## src/rtl/tt_add_accum.sv

```systemverilog
// Registered add/sub/accumulate unit with a one-deep valid/ready output stage.
// The accumulator persists across transactions; LOAD seeds it and clears the sticky overflow.
module tt_add_accum #(
  parameter int WIDTH     = 4,
  parameter int ACC_WIDTH = 8,
  parameter int SATURATE  = 0,
  parameter int CNT_WIDTH = 8
) (
  input  logic                 clk,
  input  logic                 reset,
  input  logic                 in_valid,
  output logic                 in_ready,
  input  logic [WIDTH-1:0]     op_a,
  input  logic [WIDTH-1:0]     op_b,
  input  logic [1:0]           mode,
  output logic                 out_valid,
  input  logic                 out_ready,
  output logic [ACC_WIDTH-1:0] result,
  output logic                 carry,
  output logic                 overflow_sticky,
  output logic [CNT_WIDTH-1:0] count
);

  localparam int AW1 = ACC_WIDTH + 1;

  localparam logic [1:0] MODE_ADD  = 2'b00;
  localparam logic [1:0] MODE_SUB  = 2'b01;
  localparam logic [1:0] MODE_ACC  = 2'b10;
  localparam logic [1:0] MODE_LOAD = 2'b11;

  function automatic logic [ACC_WIDTH-1:0] sat_acc(input logic [ACC_WIDTH:0] sum);
    if (SATURATE != 0 && sum[ACC_WIDTH])
      return '1;
    else
      return sum[ACC_WIDTH-1:0];
  endfunction

  function automatic logic [CNT_WIDTH-1:0] sat_inc(input logic [CNT_WIDTH-1:0] c);
    return (&c) ? c : c + CNT_WIDTH'(1);
  endfunction

  logic                 vld_p1;
  logic [ACC_WIDTH-1:0] result_p1;
  logic                 carry_p1;
  logic [ACC_WIDTH-1:0] acc_p1;
  logic                 sticky_p1;
  logic [CNT_WIDTH-1:0] cnt_p1;

  logic                 accept;
  logic [WIDTH:0]       add_sum;
  logic [WIDTH-1:0]     sub_diff;
  logic [ACC_WIDTH-1:0] load_val;
  logic [ACC_WIDTH:0]   acc_sum;
  logic [ACC_WIDTH-1:0] nxt_result;
  logic                 nxt_carry;
  logic [ACC_WIDTH-1:0] nxt_acc;
  logic                 nxt_sticky;

  assign in_ready        = !vld_p1 || out_ready;
  assign accept          = in_valid && in_ready;
  assign out_valid       = vld_p1;
  assign result          = result_p1;
  assign carry           = carry_p1;
  assign overflow_sticky = sticky_p1;
  assign count           = cnt_p1;

  // Stage p0: operand arithmetic, evaluated every cycle and used only on accept
  always_comb begin
    add_sum    = {1'b0, op_a} + {1'b0, op_b};
    sub_diff   = op_a - op_b;
    load_val   = ACC_WIDTH'(op_a) + ACC_WIDTH'(op_b);
    acc_sum    = {1'b0, acc_p1} + AW1'(op_a) + AW1'(op_b);
    nxt_result = '0;
    nxt_carry  = 1'b0;
    nxt_acc    = acc_p1;
    nxt_sticky = sticky_p1;
    case (mode)
      MODE_ADD: begin
        nxt_result = ACC_WIDTH'(add_sum);
        nxt_carry  = add_sum[WIDTH];
      end
      MODE_SUB: begin
        nxt_result = ACC_WIDTH'(sub_diff);
        nxt_carry  = (op_b > op_a);
      end
      MODE_LOAD: begin
        nxt_acc    = load_val;
        nxt_result = load_val;
        nxt_sticky = 1'b0;
      end
      MODE_ACC: begin
        nxt_acc    = sat_acc(acc_sum);
        nxt_result = sat_acc(acc_sum);
        nxt_carry  = acc_sum[ACC_WIDTH];
        nxt_sticky = sticky_p1 | acc_sum[ACC_WIDTH];
      end
    endcase
  end

  // Stage p1: output register; a new accept overwrites it even while the old result drains
  always_ff @(posedge clk) begin
    if (reset) begin
      vld_p1    <= 1'b0;
      result_p1 <= '0;
      carry_p1  <= 1'b0;
      acc_p1    <= '0;
      sticky_p1 <= 1'b0;
      cnt_p1    <= '0;
    end else if (accept) begin
      vld_p1    <= 1'b1;
      result_p1 <= nxt_result;
      carry_p1  <= nxt_carry;
      acc_p1    <= nxt_acc;
      sticky_p1 <= nxt_sticky;
      cnt_p1    <= sat_inc(cnt_p1);
    end else if (out_ready) begin
      vld_p1    <= 1'b0;
    end
  end

endmodule
```

## config.mk

```make
export PLATFORM = sky130hd
export DESIGN_NAME = tt_add_accum
export DESIGN_NICKNAME = d
export VERILOG_FILES = /design/src/rtl/tt_add_accum.sv
export SDC_FILE = /design/constraint.sdc
export NUM_CORES = 1
export LEC_CHECK = 0
export ABC_AREA = 1
export CORE_ASPECT_RATIO = 1.4
export CORE_MARGIN = 4
export CORE_UTILIZATION = 40
export CTS_CLUSTER_DIAMETER = 40
export CTS_CLUSTER_SIZE = 40
export DETAILED_ROUTE_END_ITERATION = 6
export DONT_BUFFER_PORTS = 1
export HOLD_SLACK_MARGIN = 0.1
export PLACE_DENSITY = 0.65
export SLEW_MARGIN = 15
export SYNTH_ARGS = -nofsm -noshare
export SYNTH_HDL_FRONTEND = slang
export SYNTH_SLANG_ARGS = --single-unit
```

## constraint.sdc

```tcl
create_clock -name clk -period 3.07 [get_ports clk]
set_clock_uncertainty 0.1 [all_clocks]
set_input_delay 0 -clock clk [delete_from_list [all_inputs] [get_ports clk]]
set_output_delay 0 -clock clk [all_outputs]
set_load 0.05 [all_outputs]
```

# After elaboration in Yosys (flattened, before gate mapping)
# Index checks and enable logic that the tools add are counted.
# word_totals
register_bits,27
output_inout_bits,20
elab_cells,33
# op_classes
muxes,6
n_bitwise,2
reduce_logical,9
add_sub_neg,6
eq_ne,3
order_cmp,1
# op_table
operator,count
$pmux 8 s4,1
$pmux 8 s2,1
$add 4x4->5,2
$add 8x4->9,1
$add 9x4->9,1
$add 8x1->8 const B,1
$reduce_and 8->1,1
$eq 2x2->1 const B,2
$gt 4x4->1,1
$reduce_and 2->1,2
$reduce_bool 2->1,2
$sub 4x4->4,1
$pmux 1 s3,1
$eq 2x1->1 const B,1
$logic_not 2->1,1
$mux 1,2
$pmux 1 s2,1
$logic_and 1x1->1,1
$logic_not 1->1,1
$logic_or 1x1->1,1
$not 1->1,1
$or 1x1->1,1

# Longest topological paths before layout
# Gate-level depths: netlist (run 1).
# depth
word_depth,4
mapped_depth,11

# Worst setup path after synthesis (run 1)
# OpenSTA, ideal clock, no wires.
# synth_path
path_kind,register -> register
from,register acc_p1[1]
to,"register result_p1[5], in the netlist result[5]"
setup_slack_ns,0.972
path_buffers,0
path_stages_with_launch,11
setup_ns,0.070
synth_period_minus_slack_ns,2.098
required_time_ns,2.900
arrival_time_ns,1.927
path_cell_list,dfxtp_1 fa_1 ha_1 fa_1 nand3_1 nand3_1 nand2_1 nand2_1 nor2_1 nand2_1 a21oi_1
# synth_between
elab_chain_cells,3
# synth_rtl
element,line,source
"start, declared",45,logic [ACC_WIDTH-1:0] acc_p1;
"start signal, assigned",113,acc_p1 <= nxt_acc;
$add 8x4->9,72,"acc_sum = {1'b0, acc_p1} + AW1'(op_a) + AW1'(op_b);"
$add 9x4->9,72,
$pmux 8 s4,77,case (mode)
"end signal, assigned",111,result_p1 <= nxt_result;
"end, declared",43,logic [ACC_WIDTH-1:0] result_p1;
# Every way passes these cells.
# A chain may end at the register's enable or synchronous reset.

# Worst setup path after layout (run 1)
# layout_path
from,"register vld_p1, in the netlist out_valid"
to,"register carry_p1, in the netlist carry"
# layout_between
elab_chain_cells,3
# layout_rtl
element,line,source
"start, declared",42,logic vld_p1;
"start signal, assigned",103,vld_p1 <= 1'b0;
"start signal, assigned",110,vld_p1 <= 1'b1;
"start signal, assigned",117,vld_p1 <= 1'b0;
$logic_not 1->1,59,assign in_ready = !vld_p1 || out_ready;
$logic_or 1x1->1,59,
named net in_ready,12,"output logic in_ready,"
$logic_and 1x1->1,60,assign accept = in_valid && in_ready;
"end signal, assigned",112,carry_p1 <= nxt_carry;
"end, declared",44,logic carry_p1;
# The timed path passes the listed nets, and every way through them passes these cells.

==> results of run 1 <==
## worst min path at each step
stage / start / end / slack, ps
final: mode[1] / result[1] / 100
after global placement: reset / count[7] / -30
after global routing: mode[1] / result[1] / 140
after detailed placement: reset / count[5] / -30
after floorplan: reset / acc_p1[1] / 110
after CTS: mode[1] / result[1] / 100
## cell families after synthesis
group / count (synthesis) / synth area share
compound gates: 48 / 0.131
xor+xnor: 4 / 0.0181
fa+ha+maj: 25 / 0.189
buf+inv: 47 / 0.101
flops: 27 / 0.280
simple gates: 127 / 0.281
## cells in the mapped netlist
library cell / number / share of area
nand3_1: 18 / 0.047
a31oi_1: 3 / 0.0097
xor2_1: 3 / 0.014
buf_2: 3 / 0.0078
inv_1: 39 / 0.076
nand2_1: 78 / 0.15
fa_1: 7 / 0.072
nand3b_1: 1 / 0.0039
ha_1: 18 / 0.12
nor4_1: 1 / 0.0032
nor2_2: 1 / 0.0032
clkbuf_1: 1 / 0.0019
nor2_1: 17 / 0.033
nand2_2: 2 / 0.0065
dfxtp_1: 27 / 0.28
a21oi_2: 2 / 0.0091
buf_4: 2 / 0.0078
a21oi_1: 30 / 0.078
nor3_1: 2 / 0.0052
o21ai_1: 2 / 0.0052
o211ai_1: 1 / 0.0039
buf_6: 1 / 0.0058
nand4_1: 6 / 0.019
inv_2: 1 / 0.0019
nor3_4: 1 / 0.0084
o21ai_0: 10 / 0.026
xnor2_1: 1 / 0.0045
## metal layers
metal  up-vias  part of all wire
li1        915                 -
met1       771              0.41
met2        53              0.50
met3        10             0.061
met4         0             0.026
met5         -                 0
## registers in the layout (all words and copies together) (netlist names)
register         flops
acc_p1               8
carry                1
count                8
out_valid            1
overflow_sticky      1
result               8
## area by class of cell
class	instances	area, sq um	share of cell area
Clock buffer	3	41.3	0.0194
Clock inverter	1	5.00	0.00235
Inverter	40	150	0.0704
Multi-Input combinational cell	204	1200	0.562
Sequential cell	27	541	0.254
Tap cell	62	77.6	0.0364
Timing Repair Buffer	12	120	0.0563
## through the flow
| stage | instances | worst slack (ps) | utilization | total power, mW | hold slack (ps) |
|---|---|---|---|---|---|
| 3_5_place_dp | 333 | 745 | 0.427 | 0.623 | -26.6 |
| 6_report | 349 | 153 | 0.463 | 0.837 | 100 |
| 3_3_place_gp | 333 | 794 | 0.427 | 0.620 | -29.4 |
| 5_1_grt | 349 | 34.9 | 0.463 | 0.892 | 140 |
| 2_1_floorplan | 278 | 972 | - | 0.581 | 111 |
| 4_1_cts | 349 | 183 | 0.463 | 0.841 | 105 |
## power groups by stage
stage               registers, mW  logic (mW)  clock network [mW]
detailed placement          0.427       0.196                   0
CTS                         0.418       0.214               0.209
floorplan                   0.421       0.159                   0
global route                0.420       0.246               0.225
global placement            0.427       0.193                   0
finish                      0.418       0.215               0.205
## worst register-to-register path, cell delays in order (launching register included)
cell,delay (ps)
dfxtp_1,660
nand2_2,330
nand2_2,370
nor2_1,70
dlygate4sd3_1,570
nand2_1,70
a21oi_1,50
dlygate4sd3_1,590
==> out/metrics.yaml, run 1 <==
wl_per_cell_um: 13.0
drv_cap: 0
p_sw_frac: 0.354
use_met3: 0.0237
firstDrtPassIters: 4
track_usage: 0.158
setup_viol: 0
cts_resized: 0
cts_tree: "built"
crit_chain: "nand2_2 -> nand2_2 -> nor2_1 -> dlygate4sd3_1 -> nand2_1 -> a21oi_1 -> dlygate4sd3_1"
max_slew.worst_pin.slew_ps: 689
synth_seq_cells: 27
switchingPower_mw: 0.296
synth_warnings: 0
cpPeakStageDelay_ps: 660
final_common_cell: "nand2_1"
final_cell_area_sq_um: 2130
drt_iter0_drc: 54
start_kind: "flip-flop"
overflow: 0
vias_per_cell: 5.01
cts_hold_buf: 12
slew_headroom: 0.539
place_area_sq_um: 1970
leakage_nw: 0.973
cp_max_fo: 17
syn-instance-count: 278
crit_required_ps: 3140
cts.sinks: 27
power_density_nw_per_um2: 393
period_needed_ps: 2920
timing.fmax_mhz: 343
place_congestion: 0.801
ir_drop_mv: 0.161
antennaDiodeCount: 0
pwr-share-seq: 0.499
portBuffers: 0
clock_power_share: 0.244
clockRootBuffer: "clkbuf_8"
ios: 34
nFillCells: 504
reg2reg_slack_ps: 150
crit_arrival_ps: 2990
slowest_stage: "dfxtp_1"
r2r_start: "out_valid"
die_area_sq_um: 6020
grt.met1_usage: 0.184
antenna_found_initial: 0
wl_um: 4540
coreArea_sq_um: 4610
dp_hpwl_um: 3570
path_delay_family: "buffers and inverters"
hold_viol_final: 0
worstSkewPairLatency_ps: 270
combPwrFrac: 0.256
drive_above_1_share: 0.0383
postRouteAntennaNets: 0
clk_pin_slew_ps: 90
synth_cell_type_count: 27
critPathCaptureType: "flip-flop"
final_cell_mix: "nand2_1 (78), inv_1 (39), a21oi_1 (30)"
syn_area_sq_um: 1930
r2r_cells: 7
rows: 29
cts_max_level: 1
syn_nets: 317
area_delta_synth_final_pct: 10.3
synth.avg_cell_area_sq_um: 6.95
clock_path_buffers: 2
gr-usage-met2: 0.275
finalSetupTns_ps: 0
startpoint: "out_valid"
status: "finished clean"
ys_seq_area_frac: 0.280
route.detailed.drc: 0
cts_buffers: 3
grt_max_degree: 19
grt_pass1_vias: 1706
crit_type: "flip-flop to flip-flop"
start_util: 0.419
timing.final.crit_share: 0.950
vias: 1749
die_w_um: 66.8
grt_pass1_wl_um: 7570
slew_violations: 0
die-height_um: 90.3
busiest_layer: "met2"
crit_path_end: "carry"
path_buf_inv: 2
nNetsFinal: 327
holdPathStages: 5
rsz0062_at_grt: "no"
timing.rr.end: "carry"
cp.depth: 7
hp-class: "input pin to flip-flop"
internal_power_mw: 0.541
cts_setup_buffers: 0
Note: power is estimated with default switching activity, not from simulation.
==> run 2, diff against run 1 <==
--- a/constraint.sdc
+++ b/constraint.sdc
@@ -3,3 +3,3 @@
 set_input_delay 0 -clock clk [delete_from_list [all_inputs] [get_ports clk]]
 set_output_delay 0 -clock clk [all_outputs]
-set_load 0.05 [all_outputs]
+set_load 0.02 [all_outputs]
==> run 2 against run 1 <==
  * Maximum frequency up 14%
  * Die area unchanged
  * Sequential share of layout area up 0.38 points
  * Utilization down 0.68 points
  * Combinational power down 5%
  * Sequential power down 5.7%
  * First-iteration DRC count down 30%
  * Power down 3.5%
  * Highest routed layer unchanged
==> out/metrics.yaml, run 2 (synthesis gave the netlist of run 1 again) <==
grt_pass1_vias: 1712  # +0.35%
antennaDiodeCount: 0  # unchanged
hold_viol_final: 0  # unchanged
timing.rr.end: "result[6]"
dr_wl_met2_um: 2190  # -4.5%
layout_setup_ws_ps: 503  # +350 ps
final_common_cell: "nand2_1"
cts.sinks: 27  # unchanged
setup_viol: 0  # unchanged
status: "finished clean"
slew_violations: 0  # unchanged
ir_drop_mv: 0.167  # +3.2%
top_layer: "met4"
timing.final.crit_share: 0.836  # -0.114
start_kind: "flip-flop"
clk_pin_slew_ps: 100  # about the same
finalSetupTns_ps: 0  # unchanged
nFillCells: 485  # -3.8%
slew_headroom: 0.497  # -0.0420
crit_required_ps: 3150  # about the same
die-height_um: 90.3  # unchanged
worstSkewPairLatency_ps: 280  # about the same
rsz0062_at_grt: "no"
post-place-ws_ps: 804  # +59.1 ps
track_usage: 0.154  # -0.00375
place_area_sq_um: 1970  # unchanged
grt_pass1_wl_um: 7400  # -2.2%
dp.cells: 333  # unchanged
postRouteAntennaNets: 0  # unchanged
max_slew.worst_pin.slew_ps: 752  # +62.8 ps
vias: 1713  # -2.1%
start_util: 0.419  # unchanged
final_cell_mix: "nand2_1 (78), inv_1 (39), a21oi_1 (30)"
area_delta_synth_final_pct: 8.67
portBuffers: 0  # unchanged
drive_above_1_share: 0.0352  # -0.00312
cts_tree: "built"
nNetsFinal: 324  # -0.92%
wl_um: 4490  # -1.1%
timing.fmax_mhz: 390  # +14%
overflow: 0  # unchanged
routed-wl-met3_um: 234  # -16%
final_cell_area_sq_um: 2100  # -1.5%
cts_setup_buffers: 0  # unchanged
hp-class: "input pin to flip-flop"
grt_max_degree: 19  # unchanged
power_density_nw_per_um2: 384  # -2.1%
antenna_found_initial: 0  # unchanged
drt_iter0_drc: 38  # -30%
route.detailed.drc: 0  # unchanged
die_w_um: 66.8  # unchanged
totalPowerFinal_mw: 0.807  # -3.5%
cp_max_fo: 7  # -10
wl_per_cell_um: 13.0  # -0.24%
crit_arrival_ps: 2640  # -350 ps
leakage_nw: 0.955  # -1.9%
r2r_cells: 10  # +3
firstDrtPassIters: 4  # unchanged
m1WireLength_um: 1940  # +4.6%
cts_buffers: 3  # unchanged
period_needed_ps: 2570  # -350 ps
regArea_sq_um: 541  # unchanged
place_congestion: 0.872  # +8.9%
critPathCaptureType: "flip-flop"
drv_cap: 0  # unchanged
reg2reg_slack_ps: 500  # +350 ps
stdcell_count: 346  # -0.86%
ios: 34  # unchanged
r2r_start: "acc_p1[3]"
cts_max_level: 1  # unchanged
dp_hpwl_um: 3510  # -1.9%
clock_path_buffers: 2  # unchanged
die_area_sq_um: 6020  # unchanged
coreArea_sq_um: 4610  # unchanged
vias_per_cell: 4.95  # -1.2%
cts_resized: 0  # unchanged
rows: 29  # unchanged
multi_input_area_sq_um: 1200  # unchanged
crit_path_end: "result[6]"
clockRootBuffer: "clkbuf_8"
crit_type: "flip-flop to flip-flop"
startpoint: "acc_p1[3]"
==> run 2: cell count changes in the layout (fill, tap and decap cells not counted) <==
cell / before / now
clkbuf_1: 0 / 1
dlygate4sd3_1: 12 / 9
clkinv_2: 1 / 0
==> run 2: routing by layer <==
layer  vias up  track usage
met5         -            0
met4         0       0.0610
met3        11       0.0212
met2        41        0.274
met1       761        0.180
li1        900            -
==> run 2: layout make-up <==
cell class                      count  share of cell area
Multi-Input combinational cell    204               0.570
Sequential cell                    27               0.257
Inverter                           40              0.0715
Timing Repair Buffer                9              0.0429
Tap cell                           62              0.0369
Clock buffer                        4              0.0214
==> run 2: worst max-delay path, stage by stage, from the launching register on <==
cell and delay, ps:
dfxtp_1 350, fa_1 420, ha_1 400, nand2_1 80, nor2_1 100, nand2_1 80, nand3_1 120, nand2_1 80
nand4_1 80, a21oi_1 70, dlygate4sd3_1 590
==> run 2: worst min-delay path by stage <==
stage	startpoint	slack, ps	cells past startpoint	endpoint
3_3_place_gp	reset	-30	1	count[7]
4_1_cts	op_b[0]	100	5	result[0]
3_5_place_dp	reset	-30	1	count[7]
5_1_grt	op_a[1]	130	5	acc_p1[1]
2_1_floorplan	out_ready	50	2	in_ready
6_report	op_a[1]	100	5	acc_p1[1]
==> run 2: timing repair <==
item,4_1_cts,5_1_grt
endpoints found under the setup margin,0,0
hold endpoints to repair,28,0
hold buffers,9,0
==> run 2: per-stage QoR <==
| stage | utilization | hold slack (ps) |
|---|---|---|
| after detailed placement | 0.427 | -25.4 |
| after CTS | 0.456 | 101 |
| final | 0.456 | 97.9 |
| after floorplan | - | 45.4 |
| after global routing | 0.456 | 126 |
| after global placement | 0.427 | -28.7 |
==> run 2: power by group <==
group / internal [mW] / total, mW / switching (mW)
clock: 0.0932 / 0.209 / 0.116
sequential: 0.367 / 0.394 / 0.0267
combinational: 0.0778 / 0.204 / 0.127
